**config.mk**
```make
export PLATFORM = sky130hd
export DESIGN_NAME = fp_alu_sched
export DESIGN_NICKNAME = d
export VERILOG_FILES = /design/src/rtl/fp_alu_pkg.sv /design/src/rtl/fp_alu_sched_rr_arb.sv /design/src/rtl/fp_alu_sched.sv
export SDC_FILE = /design/constraint.sdc
export NUM_CORES = 1
export LEC_CHECK = 0
export ABC_AREA = 0
export CAP_MARGIN = 30
export CORE_UTILIZATION = 39
export DETAILED_ROUTE_END_ITERATION = 16
export PLACE_DENSITY = 0.81
export RECOVER_POWER = 50
export REMOVE_ABC_BUFFERS = 1
export SLEW_MARGIN = 5
export SYNTH_ARGS = -nofsm -noshare
export SYNTH_HDL_FRONTEND = slang
export SYNTH_SLANG_ARGS = --single-unit
```
**constraint.sdc**
```tcl
create_clock -name clk -period 3.8 [get_ports clk]
set_input_delay 0.76 -clock clk [delete_from_list [all_inputs] [get_ports clk]]
set_output_delay 0.76 -clock clk [all_outputs]
set_load 0.005 [all_outputs]
```
**src/rtl/fp_alu_pkg.sv**
```systemverilog
// Shared types and constants for the FP ALU scheduler.
// Op codes, FSM states and the default word width.
package fp_alu_pkg;

   localparam int WORD_W = 32;

   localparam logic [1:0] OP_ADD = 2'b00;
   localparam logic [1:0] OP_SUB = 2'b01;
   localparam logic [1:0] OP_MUL = 2'b10;
   localparam logic [1:0] OP_DIV = 2'b11;

   typedef enum logic [1:0] {
      IDLE,
      EXEC,
      RESP
   } state_t;

endpackage

```
**src/rtl/fp_alu_sched_rr_arb.sv**
```systemverilog
// Combinational round-robin arbiter.
// Searches from ptr+1 upward, wrapping, and returns a one-hot grant.
module rr_arb #(
   parameter int NREQ = 2,
   parameter int PW   = $clog2(NREQ)
) (
   input  logic [NREQ-1:0] req,
   input  logic [PW-1:0]   ptr,
   output logic [NREQ-1:0] gnt,
   output logic [PW-1:0]   gnt_id,
   output logic            any
);

   // first requester after the pointer wins
   always_comb begin
      gnt    = '0;
      gnt_id = '0;
      any    = 1'b0;
      for (int k = 1; k <= NREQ; k++) begin
         if (!any && req[(int'(ptr) + k) % NREQ]) begin
            any = 1'b1;
            gnt[(int'(ptr) + k) % NREQ] = 1'b1;
            gnt_id = PW'((int'(ptr) + k) % NREQ);
         end
      end
   end

endmodule

```
**src/rtl/fp_alu_sched.sv**
```systemverilog
// Round-robin scheduler in front of one shared multicycle FP ALU.
// Operands are held for LAT cycles, then the result is handed back.
module fp_alu_sched
   import fp_alu_pkg::*;
#(
   parameter int M    = 8,
   parameter int N    = 23,
   parameter int NREQ = 2,
   parameter int LAT  = 4
) (
   input  logic                      clk,
   input  logic                      rst,
   input  logic [NREQ-1:0]           req_valid,
   output logic [NREQ-1:0]           req_ready,
   input  logic [NREQ*(M+N+1)-1:0]   req_a,
   input  logic [NREQ*(M+N+1)-1:0]   req_b,
   input  logic [NREQ*2-1:0]         req_op,
   output logic [NREQ-1:0]           rsp_valid,
   input  logic [NREQ-1:0]           rsp_ready,
   output logic [M+N:0]              rsp_c,
   output logic [M+N:0]              alu_a,
   output logic [M+N:0]              alu_b,
   output logic [1:0]                alu_op,
   input  logic [M+N:0]              alu_c,
   output logic                      busy
);

   localparam int W  = M + N + 1;
   localparam int PW = $clog2(NREQ);
   localparam int CW = $clog2(LAT + 1);

   state_t          state;
   logic [PW-1:0]   ptr;
   logic [PW-1:0]   owner;
   logic [CW-1:0]   cnt;
   logic [W-1:0]    a_q;
   logic [W-1:0]    b_q;
   logic [1:0]      op_q;
   logic [W-1:0]    res;

   logic [NREQ-1:0] gnt;
   logic [PW-1:0]   gnt_id;
   logic            gnt_any;

   rr_arb #(
      .NREQ (NREQ),
      .PW   (PW)
   ) u_arb (
      .req    (req_valid),
      .ptr    (ptr),
      .gnt    (gnt),
      .gnt_id (gnt_id),
      .any    (gnt_any)
   );

   assign req_ready = (state == IDLE) ? gnt : '0;
   assign rsp_c     = res;
   assign alu_a     = a_q;
   assign alu_b     = b_q;
   assign alu_op    = op_q;
   assign busy      = (state != IDLE);

   // response strobe goes only to the owner of the op
   always_comb begin
      rsp_valid = '0;
      if (state == RESP)
         rsp_valid[owner] = 1'b1;
   end

   // accept, hold operands for LAT cycles, then return result
   always_ff @(posedge clk or posedge rst) begin
      if (rst) begin
         state <= IDLE;
         ptr   <= PW'(NREQ - 1);
         owner <= '0;
         cnt   <= '0;
         a_q   <= '0;
         b_q   <= '0;
         op_q  <= '0;
         res   <= '0;
      end else begin
         unique case (state)
            IDLE: begin
               if (gnt_any) begin
                  a_q   <= req_a[int'(gnt_id)*W +: W];
                  b_q   <= req_b[int'(gnt_id)*W +: W];
                  op_q  <= req_op[int'(gnt_id)*2 +: 2];
                  owner <= gnt_id;
                  ptr   <= gnt_id;
                  cnt   <= CW'(LAT - 1);
                  state <= EXEC;
               end
            end
            EXEC: begin
               if (cnt == '0) begin
                  res   <= alu_c;
                  state <= RESP;
               end else begin
                  cnt <= cnt - 1'b1;
               end
            end
            RESP: begin
               if (rsp_ready[owner])
                  state <= IDLE;
            end
            default: state <= IDLE;
         endcase
      end
   end

endmodule

```
Word-level counts from Yosys, hierarchy flattened
Cells that the tools add are included.
- latch bits: 0
- RAM bits: 0
- memories kept: 0
- input port bits: 170
- bits in read-only memories: 0
- flip-flop bits (word level): 105
- logic and storage cells: 71
- shift operators: 3
- bitwise operators: 3
- multiply operators: 0
- $lt $le $gt $ge: 6
- div/mod/pow operators: 0
- reduce and logical (&&, ||, !) cells: 13
- eq/ne operators: 6
- add/sub/neg operators: 3
- multiplexer cells: 29
- operators with widths (operator ; number):
    $shiftx A64 B7 Y32 ; 2
    $mux W1 ; 15
    $mux W2 ; 7
    $lt A2 B3 Y1 const B ; 2
    $mux W3 ; 2
    $ne A2 B2 Y1 const B ; 3
    $pmux W2 S3 ; 1
    $pmux W3 S2 ; 1
    $reduce_and A3 Y1 ; 2
    $ge A2 B1 Y1 const B ; 2
    $logic_and A1 B1 Y1 ; 4
    $reduce_and A2 Y1 ; 2
    $reduce_bool A2 Y1 ; 2
    $shiftx A4 B3 Y2 ; 1
    $demux W1 S1 ; 3
    $logic_not A3 Y1 ; 1
    $sub A3 B1 Y3 const B ; 1
    $add A1 B1 Y1 const B ; 2
    $and A1 B1 Y1 const A ; 2
    $eq A2 B1 Y1 const B ; 1
    $eq A2 B2 Y1 const B ; 1
    $logic_not A2 Y1 ; 1
    $lt A1 B2 Y1 const B ; 1
    $ne A2 B1 Y1 const B ; 1
    3 further kinds ; 3

Logic depth before layout (Yosys ltp)
Gate-level depths: netlist (run 1).
- depth after elaboration: 11
- mapped depth: 6
- mapped depth without buffers: 5

Modules after synthesis
A second synthesis (run 1) with hierarchy kept.
- cells, all modules: 401
- area total of the unflattened synthesis: 4770.8 um2
- by module, submodules not included (module ; area an instance (um2) ; cells each ; times used ; sequential area each (um2)):
    fp_alu_sched ; 4738.3 ; 396 ; 1 ; 2628.8
    rr_arb ; 32.5 ; 5 ; 1 ; 0.0

Worst setup path after synthesis (run 1)
OpenSTA, ideal clock, no wires.
- path kind: in2out
- from: input port req_valid[1]
- to: output port req_ready[1]
- stages on the path: 5
- slack: 1.585 ns
- arrival: 1.455 ns
- data required time: 3.040 ns
- path buffers: 3
- cell sequence: a21bo_1 > buf_6 > buf_6 > buf_6 > nor2_1
- longest elaborated chain between the ends: 8
- elaborated cells between the ends (all ways): 13
- classes of those cells: mux: 10; bitwise: 1; reduce/logical: 2
- RTL lines (what ; line ; source):
    start: declaration ; fp_alu_sched.sv:13 ; input logic [NREQ-1:0] req_valid,
    $mux W1 (implied by the code) (3 in a row) ; fp_alu_sched_rr_arb.sv:20 ; if (!any && req[(int'(ptr) + k) % NREQ]) begin
    $mux W1 ; fp_alu_sched_rr_arb.sv:20 ;
    $logic_not A1 Y1 ; fp_alu_sched_rr_arb.sv:20 ;
    $logic_and A1 B1 Y1 ; fp_alu_sched_rr_arb.sv:20 ;
    $mux W2 * ; fp_alu_sched_rr_arb.sv:20 ;
    $mux W2 * ; fp_alu_sched.sv:56 ; assign req_ready = (state == IDLE) ? gnt : '0;
    end: declaration ; fp_alu_sched.sv:14 ; output logic [NREQ-1:0] req_ready,
Mark *: on every way between the ends. The rest lies on a longest branch, timed or not. The select of a mux whose other input is x is not followed.

Final worst setup path (run 1)
Same ends and word-level chain as after synthesis.

==> results.cfg, run 1 <==
[die]
chipHeight_um = 115
start_util_pct = 40.7
core_mm2 = 0.0122
rows = 40
die_w_um = 115
io-pin-count = 273
dieArea_mm2 = 0.0131

[final_layout]
syn2layout_area_growth_pct = 64.8
drive_gt1_share_pct = 31.8
final_common_cell = clkdlybuf4s50_1
fin_nets = 764
n_fill_cell = 918
final_cell_mix = clkdlybuf4s50_1 (256), mux2_2 (130), dfrtp_1 (104)
antenna_cells = 0

[routing]
via_per_inst = 4.84
drt-total-wl_um = 13700
drcViolationCount = 0
firstDrtPassIters = 4
drtAntennaViolNets = 0
routed-via-count = 3700
wire_per_inst_um = 17.9
drt_iter0_markers = 117

[critical_path]
endpoint_kind = primary output
critPathLaunchType = input pin
critical_path_class = input pin to primary output
cp_data_required_time_ns = 3.04
arrival_ns = 2.25
reg2regPathDepth = 6
crit_fanout = 4

[power_and_ir_drop]
clkPwrFrac_pct = 16.5
seq_power_share_pct = 34.6
p_int_mw = 4.18
net-switching-power_mw = 1.66
p_leak_nw = 3.38
comb_power_share_pct = 49.0
cellPowerDensity_mw_per_mm2 = 716
finalPower_mw = 5.84
vdd_drop_max_v = 0.000418
swShare_pct = 28.4

[sta]
post-route-period-util_pct = 79.1
setup_tns_ns = 0
tightest_slew_ns = 2.02
period_needed_ns = 3.01
rsz0062_at_grt = no
fmax_mhz = 333
hold_viol = 0
hold_slack_ns = 0.504
relSlewSlack_pct = -35.4
finalClockSkew_ns = 0.00758
drv_slew = 78
setup_viol_count_final = 0

[cts]
clock_path_buffers = 2
clk_pin_slew_ns = 0.07
post_cts_resized = 0
cts_tree = done
cts_hold_buf = 0
cts.sinks = 105
numCtsBuffers = 9
cts_root_buf = clkbuf_16
ctsHtreeMaxLevel = 3
clk-insertion-delay-late_ns = 0.35
cts_setup_buffers = 0

[synth]
synth_seq_area_share_pct = 53.1
synthCells = 322
syn_area_mm2 = 0.00495
yosys_warnings = 0
syn_area_per_cell_um2 = 15.4
ys_types = 22
ys_seq_elements = 105

[global_routing]
grt_overflow = 0
grt_max_degree = 68
grt_first_pass_wirelength_um = 21300
globalRouteTotalUtil_pct = 21.5
first_global_vias = 4262
antenna_found_initial = 0

[min_path]
hp-class = flop to flop
hold_depth = 1

[run_status]
violations = max-capacitance violations, max-slew violations
outcome = finished, violations left

[flow_run]
cap_violations = 2

[placed_design]
globalplace.congestion = 0.757
port_buffers = 272
hpwlAfterDp_um = 10400
## power by group through the flow
stage / sequential (mW) / combinational, mW / clock (mW)
global route: 2.09 / 3.04 / 1.03
global placement: 2.00 / 2.81 / 0
CTS: 2.02 / 2.92 / 0.990
detailed placement: 2.04 / 2.90 / 0
floorplan: 2.04 / 1.28 / 0
finish: 2.02 / 2.86 / 0.961
## stage by stage
step | std cells | util [%] | instance area (µm²) | setup WS [ns]
floorplan | 304 | - | 4820 | 0.281
global placement | 749 | 64.5 | 7850 | 0.891
detailed placement | 749 | 64.5 | 7850 | 0.866
CTS | 765 | 67.1 | 8160 | 0.864
global route | 765 | 67.0 | 8150 | 0.727
finish | 765 | 67.0 | 8150 | 0.795
## logic make-up (layout without fill, tap and decap cells)
kind of cell | count (synthesis) | in the layout | synth area share, %
adder cells (fa/ha/maj) | 2 | 2 | 0.506
buffers and inverters | 25 | 300 | 3.01
AO/OA/AOI/OAI | 10 | 10 | 1.42
multiplexers | 166 | 166 | 40.5
AND/OR/NAND/NOR | 14 | 14 | 1.39
flip-flops | 105 | 105 | 53.1
## layout make-up
class	instances	area (µm²)	area share, %
Inverter	7	27.5	0.338
Timing Repair Buffer	277	2790	34.3
Multi-Input combinational cell	192	2180	26.8
Sequential cell	105	2630	32.3
Clock buffer	12	256	3.15
Tap cell	168	210	2.58
Clock inverter	4	51.3	0.629
## cells in the mapped netlist
| cell | instances | share of area, % |
|---|---|---|
| nand2_1 | 1 | 0.076 |
| inv_1 | 7 | 0.53 |
| mux2_4 | 36 | 11 |
| nor2b_1 | 1 | 0.13 |
| a211o_1 | 1 | 0.18 |
| o31ai_1 | 1 | 0.15 |
| a31oi_1 | 1 | 0.13 |
| dfrtp_1 | 104 | 53 |
| dfstp_2 | 1 | 0.53 |
| buf_4 | 3 | 0.46 |
| nor2_2 | 1 | 0.13 |
| buf_2 | 11 | 1.1 |
| buf_6 | 4 | 0.91 |
| mux2_2 | 130 | 30 |
| o221ai_1 | 1 | 0.18 |
| nand2b_1 | 4 | 0.51 |
| a21bo_1 | 1 | 0.20 |
| nor2_1 | 6 | 0.46 |
| a21oi_1 | 2 | 0.20 |
| ha_1 | 2 | 0.51 |
| o22ai_1 | 3 | 0.38 |
| nor3_1 | 1 | 0.10 |
## final timing paths
path | from | to | slack [ns]
min reg2reg | rsp_c[23]$_DFFE_PP0P_ | rsp_c[23]$_DFFE_PP0P_ | 0.50
max in group asynchronous | rst | rsp_c[29]$_DFFE_PP0P_ | 1.37
min in group asynchronous | rst | rsp_c[3]$_DFFE_PP0P_ | 1.39
min | rsp_c[23]$_DFFE_PP0P_ | rsp_c[23]$_DFFE_PP0P_ | 0.50
max reg2reg | cnt[0]$_DFFE_PP0P_ | rsp_c[0]$_DFFE_PP0P_ | 1.07
max | req_valid[1] | req_ready[1] | 0.79
## critical path, stage by stage
cell,delay [ns]
dlygate4sd3_1,0.61
a21bo_4,0.26
nor2_1,0.10
clkdlybuf4s50_1,0.51
## layer usage
layer	global-route usage, %	up-vias	share of wire (%)
met5	0	-	0
met4	7.62	0	2.4
met3	9.42	25	8.6
met2	39.2	154	54
met1	21.7	1831	35
li1	-	1690	-
## flip-flops by register name (all words and copies together), names as in the netlist
| name | count |
|---|---|
| alu_op | 2 |
| alu_b | 32 |
| state | 2 |
| ptr | 1 |
| alu_a | 32 |
| rsp_c | 32 |
| owner | 1 |
| cnt | 3 |
Note: power is estimated with default switching activity, not from simulation.
==> run 2, diff against run 1 <==
==> constraint.sdc (replaced) <==
create_clock -name clk -period 2.9 [get_ports clk]
set_input_delay 0.58 -clock clk [delete_from_list [all_inputs] [get_ports clk]]
set_output_delay 0.58 -clock clk [all_outputs]
set_load 0.005 [all_outputs]
==> results.cfg, run 2 (same netlist as run 1, synthesis figures left out) <==
[routing]
drcViolationCount = 0
drt-total-wl_um = 13200
routed-via-count = 3663
drt_iter0_markers = 81
drtAntennaViolNets = 0
wire_per_inst_um = 17.2
firstDrtPassIters = 4
via_per_inst = 4.78

[cts]
cts.sinks = 105
cts_hold_buf = 0
clk-insertion-delay-late_ns = 0.35
cts_tree = done
clk_pin_slew_ns = 0.07
post_cts_resized = 0
cts_root_buf = clkbuf_16
ctsHtreeMaxLevel = 3
clock_path_buffers = 2
cts_setup_buffers = 0
numCtsBuffers = 9

[final_layout]
drive_gt1_share_pct = 31.6
syn2layout_area_growth_pct = 65.2
regArea_mm2 = 0.00263
final_common_cell = clkdlybuf4s50_1
fin_util_pct = 67.2
multi_input_area_mm2 = 0.00218
n_fill_cell = 888
final_cell_mix = clkdlybuf4s50_1 (225), mux2_2 (130), dfrtp_1 (104)
antenna_cells = 0
fin_cells = 766
fin_nets = 765

[flow_run]
cap_violations = 1

[power_and_ir_drop]
p_int_mw = 5.51
seq_power_share_pct = 34.3
net-switching-power_mw = 2.11
vdd_drop_max_v = 0.000479
finalPower_mw = 7.62
p_leak_nw = 3.41
clkPwrFrac_pct = 17.9
swShare_pct = 27.7
cellPowerDensity_mw_per_mm2 = 933
comb_power_share_pct = 47.8

[sta]
fin_ws_ns = 0.211
fmax_mhz = 372
rsz0062_at_grt = no
period_needed_ns = 2.69
finalClockSkew_ns = 0.00842
post-route-period-util_pct = 92.7
hold_viol = 0
setup_viol_count_final = 0
drv_slew = 35
tightest_slew_ns = 1.55
relSlewSlack_pct = -4.08

[die]
chipHeight_um = 115
io-pin-count = 273
die_w_um = 115
start_util_pct = 40.7
dieArea_mm2 = 0.0131
rows = 40
core_mm2 = 0.0122

[run_status]
violations = max-capacitance violations, max-slew violations
outcome = finished, violations left

[critical_path]
endpoint_kind = flop
arrival_ns = 2.92
critPathMostFrequentCell = mux2_2
critPathSlowestCell = clkbuf_4
critical_path_class = input pin to flop
cp_data_required_time_ns = 3.13
critPathLaunchType = input pin
max_stage_delay_ns = 0.80
crit_fanout = 67
path_cells = dlygate4sd3_1, a21bo_4, clkbuf_4, mux2_2, mux2_2

[min_path]
hp-class = flop to flop

[global_routing]
grt_first_pass_wirelength_um = 20700
globalRouteTotalUtil_pct = 20.8
first_global_vias = 4144
grt_overflow = 0
grt_max_degree = 68
antenna_found_initial = 0

[placed_design]
globalplace.congestion = 0.723
dp_cells = 750
port_buffers = 272
preCtsSetupSlack_ns = 0.363
hpwlAfterDp_um = 10100
[run 2: cell types whose count changed in the layout (fill, tap and decap cells not counted), sizes merged]
cell / previous run / this run
clkbuf: 13 / 15
bufinv: 1 / 3
clkinvlp: 2 / 1
clkdlybuf4s50: 256 / 225
clkinv: 2 / 0
dlygate4sd3: 16 / 47
[run 2: power by group through the flow]
| stage | logic, mW | registers, mW | clock network (mW) |
|---|---|---|---|
| after floorplan | 1.67 | 2.67 | 0 |
| after global placement | 3.71 | 2.60 | 0 |
| after detailed placement | 3.80 | 2.66 | 0 |
| after CTS | 3.82 | 2.64 | 1.40 |
| after global routing | 3.88 | 2.73 | 1.45 |
| final | 3.64 | 2.62 | 1.36 |
[run 2: routing by layer]
metal / routed length (µm) / up-vias / GRT usage, % / share of wire, %
met5: 0 / - / 0 / 0
met4: 300 / 0 / 7.10 / 2.3
met3: 1260 / 22 / 9.58 / 9.6
met2: 7130 / 150 / 38.3 / 54
met1: 4480 / 1803 / 20.4 / 34
li1: - / 1688 / - / -
[run 2: path summary, 6_finish.rpt]
kind,from,to,slack (ns),cells after the start
min in group asynchronous,rst,rsp_c[4]$_DFFE_PP0P_,1.06,2
min reg2reg,alu_b[20]$_DFFE_PP0P_,alu_b[20]$_DFFE_PP0P_,0.50,1
max,req_valid[1],alu_b[25]$_DFFE_PP0P_,0.21,5
min,alu_b[20]$_DFFE_PP0P_,alu_b[20]$_DFFE_PP0P_,0.50,1
max in group asynchronous,rst,alu_a[26]$_DFFE_PP0P_,0.78,3
max reg2reg,ptr$_DFFE_PP1P_,alu_b[25]$_DFFE_PP0P_,0.56,4
[run 2: metrics by stage]
stage / instance area (µm²) / hold slack, ns / TNS [ns]
final: 8170 / 0.500 / 0
after detailed placement: 7860 / 0.495 / 0
after global placement: 7860 / 0.469 / 0
after floorplan: 4820 / 0.459 / -70.27
after global routing: 8170 / 0.521 / 0
after CTS: 8190 / 0.510 / 0
[run 2: critical path, delay by kind of cell]
| family | cells | cell delay [ns] |
|---|---|---|
| AOI/OAI and AO/OA | 1 | 0.20 |
| buffers and inverters | 2 | 1.39 |
| muxes | 2 | 0.70 |
[run 2: area by class of cell]
type / instances / area share, %
Tap cell: 168 / 2.57
Clock inverter: 3 / 1.10
Clock buffer: 13 / 2.94
Timing Repair Buffer: 278 / 34.2
Inverter: 7 / 0.337
Multi-Input combinational cell: 192 / 26.7
Sequential cell: 105 / 32.2
==> run 3, diff against run 2 <==
--- a/config.mk
+++ b/config.mk
@@ -7,9 +7,11 @@
 export LEC_CHECK = 0
 export ABC_AREA = 0
 export CAP_MARGIN = 30
-export CORE_UTILIZATION = 39
+export CELL_PAD_IN_SITES_DETAIL_PLACEMENT = 0
+export CELL_PAD_IN_SITES_GLOBAL_PLACEMENT = 1
+export CORE_UTILIZATION = 30
 export DETAILED_ROUTE_END_ITERATION = 16
-export PLACE_DENSITY = 0.81
+export PLACE_DENSITY_LB_ADDON = 0.1
 export RECOVER_POWER = 50
 export REMOVE_ABC_BUFFERS = 1
 export SLEW_MARGIN = 5
==> results.cfg, run 3 (same netlist as run 1, synthesis figures left out) <==
[run_status]
outcome = complete, no violations

[cts]
ctsHtreeMaxLevel = 3
cts_root_buf = clkbuf_16
cts_tree = done
clock_path_buffers = 2
cts_setup_buffers = 0
clk_pin_slew_ns = 0.07
numCtsBuffers = 9
post_cts_resized = 0
cts_hold_buf = 0
cts.sinks = 105
clk-insertion-delay-late_ns = 0.35

[routing]
drcViolationCount = 0
wl_met3_um = 1050
wire_per_inst_um = 16.6
wl_met1_um = 5070
drt-total-wl_um = 13600
routed-via-count = 3605
drtAntennaViolNets = 0
wl_met2_um = 7360
top_layer = met4
firstDrtPassIters = 4
via_per_inst = 4.42
drt_iter0_markers = 95

[sta]
hold_slack_ns = 0.491
relSlewSlack_pct = 7.53
setup_viol_count_final = 0
hold_viol = 0
finalClockSkew_ns = 0.0118
post-route-period-util_pct = 91.1
fmax_mhz = 378
fin_ws_ns = 0.258
rsz0062_at_grt = no
drv_slew = 0
period_needed_ns = 2.64
tightest_slew_ns = 1.38

[global_routing]
globalRouteTotalUtil_pct = 15.8
first_global_vias = 3871
grt_max_degree = 68
grt_first_pass_wirelength_um = 20100
antenna_found_initial = 0
grt_overflow = 0

[critical_path]
critPathLaunchType = input pin
r2r_end = alu_b[12]$_DFFE_PP0P_
cp_data_required_time_ns = 2.32
reg2regPathDepth = 5
arrival_ns = 2.06
endpoint_kind = primary output
cp-startpoint = req_valid[1]
critical_path_class = input pin to primary output
r2r-start = state[0]$_DFFE_PP0P_
ff2ff_setup_slack_ns = 0.58
worstSetupEndpoint = req_ready[1]
crit_fanout = 4

[flow_run]
cap_violations = 0

[power_and_ir_drop]
p_leak_nw = 3.41
comb_power_share_pct = 47.6
vdd_drop_max_v = 0.000337
net-switching-power_mw = 2.13
cellPowerDensity_mw_per_mm2 = 927
p_int_mw = 5.52
clkPwrFrac_pct = 18.6
seq_power_share_pct = 33.9
swShare_pct = 27.8

[final_layout]
antenna_cells = 0
final_common_cell = clkdlybuf4s50_1
fin_nets = 766
syn2layout_area_growth_pct = 66.7
drive_gt1_share_pct = 32.2
final_cell_mix = clkdlybuf4s50_1 (226), mux2_2 (130), dfrtp_1 (104)

[die]
die_w_um = 130
rows = 46
io-pin-count = 273
dieArea_mm2 = 0.0170
chipHeight_um = 130
start_util_pct = 30.9
core_mm2 = 0.0160

[min_path]
hp-class = flop to flop
hp-start = cnt[1]$_DFFE_PP0P_
hold_depth = 1

[placed_design]
preCtsSetupSlack_ns = 0.329
port_buffers = 272
globalplace.congestion = 0.715
hpwlAfterDp_um = 10100
## run 3: cell type report
cell class                 instances  area, µm²
clock buffer                       9        225
tap                              216        270
multi-input combinational        192       2180
timing repair buffer             279       2790
sequential                       105       2630
clock inverter                     7        124
fill                            1444       7750
inverter                           7       27.5
## run 3: how the worst min path moves through the flow
| stage | slack, ns | endpoint |
|---|---|---|
| final | 0.49 | cnt[1]$_DFFE_PP0P_ |
| after global routing | 0.52 | cnt[1]$_DFFE_PP0P_ |
| after detailed placement | 0.48 | cnt[1]$_DFFE_PP0P_ |
| after CTS | 0.49 | cnt[1]$_DFFE_PP0P_ |
| after floorplan | 0.46 | cnt[1]$_DFFE_PP0P_ |
| after global placement | 0.47 | cnt[1]$_DFFE_PP0P_ |
## run 3: critical path: stages
cell             delay (ns)
dlygate4sd3_1          0.61
a21bo_4                0.26
nor2_1                 0.10
clkdlybuf4s50_1        0.51
## run 3: through the flow
stage,instances,TNS (ns),util [%],power (mW),area [µm²]
floorplan,304,-70.27,-,4.34,4820
global placement,799,0,49.6,6.40,7940
detailed placement,799,0,49.6,6.47,7940
CTS,815,0,51.8,7.95,8280
global route,815,0,51.5,8.14,8250
finish,815,0,51.5,7.65,8250
## run 3: power groups by stage
| stage | Combinational [mW] | Clock, mW | Sequential [mW] |
|---|---|---|---|
| after floorplan | 1.67 | 0 | 2.67 |
| after global placement | 3.80 | 0 | 2.60 |
| after detailed placement | 3.84 | 0 | 2.63 |
| after CTS | 3.86 | 1.47 | 2.61 |
| after global routing | 3.92 | 1.52 | 2.70 |
| final | 3.64 | 1.42 | 2.59 |
## run 3: per-layer routing
| metal | vias to the layer above | track usage, % |
|---|---|---|
| li1 | 1697 | - |
| met3 | 4 | 5.86 |
| met1 | 1779 | 17.1 |
| met4 | 0 | 3.25 |
| met2 | 125 | 29.2 |
| met5 | - | 0 |
